==> src/rtl/timer_cnt_core.sv <==
// Timer counter stage: edge-detects the selected divided clock, counts up/down with reload,
// and reports wraps as pulses plus sticky flags. Optional compare flag under TMR_CMP_EN.

module timer_cnt_core_chk (
   input logic pclk,
   input logic preset_n,
   input logic ovf_pulse,
   input logic udf_pulse,
   input logic s_ovf,
   input logic s_udf
);

   // A single count step can wrap in only one direction
   ap_one_wrap : assert property (@(posedge pclk) disable iff (!preset_n)
      !(ovf_pulse && udf_pulse));

   // Sticky flags are set on the same edge that raises the wrap pulse
   ap_ovf_sticky : assert property (@(posedge pclk) disable iff (!preset_n)
      ovf_pulse |-> s_ovf);

   ap_udf_sticky : assert property (@(posedge pclk) disable iff (!preset_n)
      udf_pulse |-> s_udf);

endmodule

module timer_cnt_core #(
   parameter int CNT_W = 8
) (
   input  logic             pclk,
   input  logic             preset_n,
   input  logic             clk_in,
   input  logic             cnt_en,
   input  logic             up_down,
   input  logic             load,
   input  logic [CNT_W-1:0] tdr,
   input  logic             clr_ovf,
   input  logic             clr_udf,
`ifdef TMR_CMP_EN
   input  logic [CNT_W-1:0] tcmp,
   input  logic             clr_cmp,
   output logic             s_cmp,
`endif
   output logic [CNT_W-1:0] cnt,
   output logic             ovf_pulse,
   output logic             udf_pulse,
   output logic             s_ovf,
   output logic             s_udf
);

   localparam logic [CNT_W-1:0] CNT_ZERO = {CNT_W{1'b0}};
   localparam logic [CNT_W-1:0] CNT_MAX  = {CNT_W{1'b1}};
   localparam logic [CNT_W-1:0] CNT_ONE  = {{(CNT_W-1){1'b0}}, 1'b1};

   logic             clk_in_q;
   logic [CNT_W-1:0] cnt_q, cnt_d;
   logic             ovf_pulse_q, ovf_pulse_d;
   logic             udf_pulse_q, udf_pulse_d;
   logic             s_ovf_q, s_ovf_d;
   logic             s_udf_q, s_udf_d;
   logic             tick;
   logic             count_step;

   // Next count, wrap detection and sticky flag update (load beats a same-cycle tick)
   always_comb begin
      tick        = clk_in & ~clk_in_q;
      count_step  = ~load & tick & cnt_en;
      cnt_d       = cnt_q;
      ovf_pulse_d = 1'b0;
      udf_pulse_d = 1'b0;
      if (load) begin
         cnt_d = tdr;
      end else if (count_step) begin
         if (up_down) begin
            cnt_d       = cnt_q - CNT_ONE;
            udf_pulse_d = (cnt_q == CNT_ZERO);
         end else begin
            cnt_d       = cnt_q + CNT_ONE;
            ovf_pulse_d = (cnt_q == CNT_MAX);
         end
      end else begin
         cnt_d = cnt_q;
      end
      s_ovf_d = ovf_pulse_d | (s_ovf_q & ~clr_ovf);
      s_udf_d = udf_pulse_d | (s_udf_q & ~clr_udf);
   end

   // Counter, edge-detect and flag registers
   always_ff @(posedge pclk or negedge preset_n) begin
      if (!preset_n) begin
         clk_in_q    <= 1'b0;
         cnt_q       <= CNT_ZERO;
         ovf_pulse_q <= 1'b0;
         udf_pulse_q <= 1'b0;
         s_ovf_q     <= 1'b0;
         s_udf_q     <= 1'b0;
      end else begin
         clk_in_q    <= clk_in;
         cnt_q       <= cnt_d;
         ovf_pulse_q <= ovf_pulse_d;
         udf_pulse_q <= udf_pulse_d;
         s_ovf_q     <= s_ovf_d;
         s_udf_q     <= s_udf_d;
      end
   end

`ifdef TMR_CMP_EN
   logic s_cmp_q, s_cmp_d;

   // Compare only fires on a counted value, never on a reload
   always_comb begin
      s_cmp_d = (count_step & (cnt_d == tcmp)) | (s_cmp_q & ~clr_cmp);
   end

   // Compare flag register
   always_ff @(posedge pclk or negedge preset_n) begin
      if (!preset_n) begin
         s_cmp_q <= 1'b0;
      end else begin
         s_cmp_q <= s_cmp_d;
      end
   end

   assign s_cmp = s_cmp_q;
`endif

   assign cnt       = cnt_q;
   assign ovf_pulse = ovf_pulse_q;
   assign udf_pulse = udf_pulse_q;
   assign s_ovf     = s_ovf_q;
   assign s_udf     = s_udf_q;

   timer_cnt_core_chk u_chk (
      .pclk      (pclk),
      .preset_n  (preset_n),
      .ovf_pulse (ovf_pulse_q),
      .udf_pulse (udf_pulse_q),
      .s_ovf     (s_ovf_q),
      .s_udf     (s_udf_q)
   );

endmodule
==> config.mk <==
export PLATFORM = sky130hd
export DESIGN_NAME = timer_cnt_core
export DESIGN_NICKNAME = d
export VERILOG_FILES = /design/src/rtl/timer_cnt_core.sv
export SDC_FILE = /design/constraint.sdc
export NUM_CORES = 1
export LEC_CHECK = 0
export BUFFER_PORTS_ARGS = -buffer_cell sky130_fd_sc_hd__clkbuf_2
export CORE_MARGIN = 5
export CORE_UTILIZATION = 49
export CTS_CLUSTER_SIZE = 40
export DETAILED_ROUTE_END_ITERATION = 8
export PLACE_DENSITY_LB_ADDON = 0.1
export SYNTH_ARGS = -nofsm -noshare
export SYNTH_HDL_FRONTEND = slang
export SYNTH_SLANG_ARGS = --single-unit
==> constraint.sdc <==
create_clock -name pclk -period 2.4 [get_ports pclk]
set_input_delay 0.12 -clock pclk [delete_from_list [all_inputs] [get_ports pclk]]
set_output_delay 0.12 -clock pclk [all_outputs]
set_load 0.01 [all_outputs]
==> flow_summary.json <==
{
  "critPathKind": "reg2reg",
  "grt_start_max_net_pins": 14,
  "ys_ff_latch": 13,
  "crit_cells": 8,
  "cts_buffer_depth": 2,
  "yosys.cell_count.top_type": "dfrtp_1",
  "viasPerCell": 5.58,
  "cts-htree-levels": 1,
  "tightest_slew_ns": 0.480,
  "grt_overflow": 0,
  "fillers": 164,
  "worst_path_largest_cell_delay_ns": 0.49,
  "syn_area_um2": 871,
  "start_kind": "flop",
  "synthArstFlopShare_pct": 100,
  "synth_ff_type": "dfrtp_1",
  "synth-compound-area-share_pct": 25.7,
  "hold_depth": 3,
  "cts_tree": "built",
  "crit_required_ns": 2.60,
  "wire_per_inst_um": 14.6,
  "crit_arrival_ns": 2.21,
  "synth_nets": 112,
  "worstSetupEndpointType": "flop",
  "grt_first_pass_wirelength_um": 3420,
  "post-route-util_pct": 63.2,
  "period_share_pct": 83.8,
  "synth_edf_count": 0,
  "row_count": 15,
  "slew_headroom_pct": 67.9,
  "first_pass_iters": 4,
  "place_inst": 140,
  "syn_inst": 89,
  "synth_xor_xnor_area_share_pct": 1.01,
  "path_clk_slew_ns": 0.08,
  "worstRegToRegCells": 8,
  "ios": 28,
  "insertion_delay_ns": 0.27,
  "die-area_mm2": 0.00272,
  "setup_viol": 0,
  "leakagePower_nw": 0.567,
  "fmax_ghz": 0.497,
  "worstHoldPathType": "in2reg",
  "ys_seq_area_share_pct": 37.4,
  "cts.sinks": 13,
  "crit_top_cell": "o21ai_2",
  "hold_viol_final": 0,
  "yosysTopAreaCell": "dfrtp_1",
  "post-cts-setup-buffers": 0,
  "vias": 815,
  "final_cells": 146,
  "period_minus_slack_ns": 2.01,
  "crit_family": "flip-flops",
  "post-dp-hpwl_um": 1700,
  "synthSimpleGateAreaFrac_pct": 18.2,
  "fp.dieH_um": 52.2,
  "power.density_mw_per_mm2": 555,
  "cts_buffers": 3,
  "fin_setup_tns_ns": 0,
  "drt.antenna.violating_nets": 0,
  "crit_fanout": 8,
  "crit_buf_inv": 1,
  "muxShareOfSynthArea_pct": 2.87,
  "initial_utilization_pct": 51.0,
  "place.port_buffers": 27,
  "ys_types": 36,
  "postCtsHoldBufs": 2,
  "cp_cell_sequence": "inv_1 > fa_1 > and2b_1 > o21ai_2 > a21oi_2 > o21ai_1 > mux2_4 > o21ai_2",
  "synthAdderAreaFrac_pct": 10.9,
  "avgSynthCellArea_um2": 9.78,
  "die_x_um": 52.2,
  "area_delta_synth_final_pct": 24.0,
  "track_usage_pct": 17.0,
  "coreArea_mm2": 0.00171,
  "num-nets-final": 145,
  "drc": 0,
  "outcome": "completed",
  "synth_top_cells_by_area": "dfrtp_1 37%, ha_1 8.6%, a21o_1 4.3%",
  "diodes": 0,
  "cts_resized": 0,
  "drive_above_1_share_pct": 31.4,
  "ys_warn_count": 0,
  "yosys.area.top_type_share_pct": 37.4,
  "crit_slowest_cell": "dfrtp_1",
  "fin_worst_skew_ns": 0.00289,
  "cts_root_buf": "clkbuf_4",
  "dr.first_iter.drc_count": 20,
  "vdd_drop_max_uv": 251,
  "routed_wirelength_um": 2140,
  "place_congestion": 0.834,
  "antenna_found_initial": 0,
  "grt_pass1_vias": 729,
  "slew_viol_final": 0,
  "rsz0062_at_grt": "false",
  "synthTopCellsByCount": "13 x dfrtp_1, 8 x inv_1, 6 x ha_1",
  "synth_top_family_by_area": "compound AO/OA/AOI/OAI gates",
  "drv_cap": 0
}
[stage by stage]
stage,hold slack [ns],worst slack [ns],instance area [um2],power (W)
finish,0.0604,0.389,1080,0.000599
global route,0.0647,0.267,1080,0.000643
CTS,0.0582,0.402,1080,0.000598
detailed placement,0.0433,0.417,1030,0.000461
global placement,0.0310,0.471,1030,0.000457
floorplan,-0.176,0.474,871,0.000396
[sequential cells by signal, summed over array words and instances (netlist names)]
| register | cells |
|---|---|
| cnt | 8 |
| clk_in_q | 1 |
| udf_pulse | 1 |
| s_ovf | 1 |
| ovf_pulse | 1 |
| s_udf | 1 |
[cell usage in the layout, fill, tap and decap left out, drive strengths merged]
cell type / count
nor2: 5
inv: 8
a221oi: 3
a31oi: 1
clkbuf: 31
a21o: 5
a221o: 2
ha: 6
o221ai: 1
fa: 1
nor3: 2
xor2: 1
a21oi: 2
dlygate4sd3: 2
o21ai: 8
and3: 3
mux2: 1
and2b: 2
nand2: 5
nor4: 3
a211oi: 3
o31ai: 1
nand2b: 2
nor2b: 2
nor3b: 1
dfrtp: 13
a22oi: 3
nand3: 2
nand4: 1
mux2i: 1
[cells by family after synthesis]
kind of cell / after synthesis
buf+inv: 9
simple gates: 28
compound gates: 29
xor+xnor: 1
flops: 13
fa+ha+maj: 7
mux: 2
[worst register-to-register path, delay by kind of cell (launching register included)]
kind	cells	cell delay, ns
AND/OR/NAND/NOR	1	0.23
multiplexers	1	0.31
buffers and inverters	1	0.10
adder cells (fa/ha/maj)	1	0.40
flip-flops	1	0.49
AO/OA/AOI/OAI	4	0.42
[final timing paths]
path                                    start             endpoint  slack (ns)
setup reg to reg           cnt[0]$_DFFE_PN0P_   cnt[6]$_DFFE_PN0P_        0.39
hold / removal                         tdr[5]   cnt[5]$_DFFE_PN0P_        0.06
min in group asynchronous            preset_n   cnt[1]$_DFFE_PN0P_        0.28
max in group asynchronous            preset_n  udf_pulse$_DFF_PN0_        1.86
setup / recovery           cnt[0]$_DFFE_PN0P_   cnt[6]$_DFFE_PN0P_        0.39
hold reg to reg               s_udf$_DFF_PN0_      s_udf$_DFF_PN0_        0.48
[layout make-up]
type / instances / area (um2) / share of cell area (%)
Clock buffer: 4 / 26.3 / 2.43
Inverter: 8 / 30.0 / 2.78
Multi-Input combinational cell: 67 / 512 / 47.4
Sequential cell: 13 / 325 / 30.1
Tap cell: 25 / 31.3 / 2.90
Timing Repair Buffer: 29 / 155 / 14.4
[power by group]
part	leakage [nW]	switching [W]	internal [W]
clock	0.0150	0.0000733	0.0000643
sequential	0.163	0.0000250	0.000235
combinational	0.389	0.000109	0.0000924
[metal layers]
| layer | share of wire [%] | vias to the layer above | global-route usage, % |
|---|---|---|---|
| met5 | 0 | - | 0 |
| met2 | 46 | 23 | 27.4 |
| met3 | 6.1 | 2 | 3.15 |
| met4 | 0.66 | 0 | 5.11 |
| met1 | 47 | 390 | 23.1 |
| li1 | - | 400 | - |
Power figures use the tool's default switching activity.
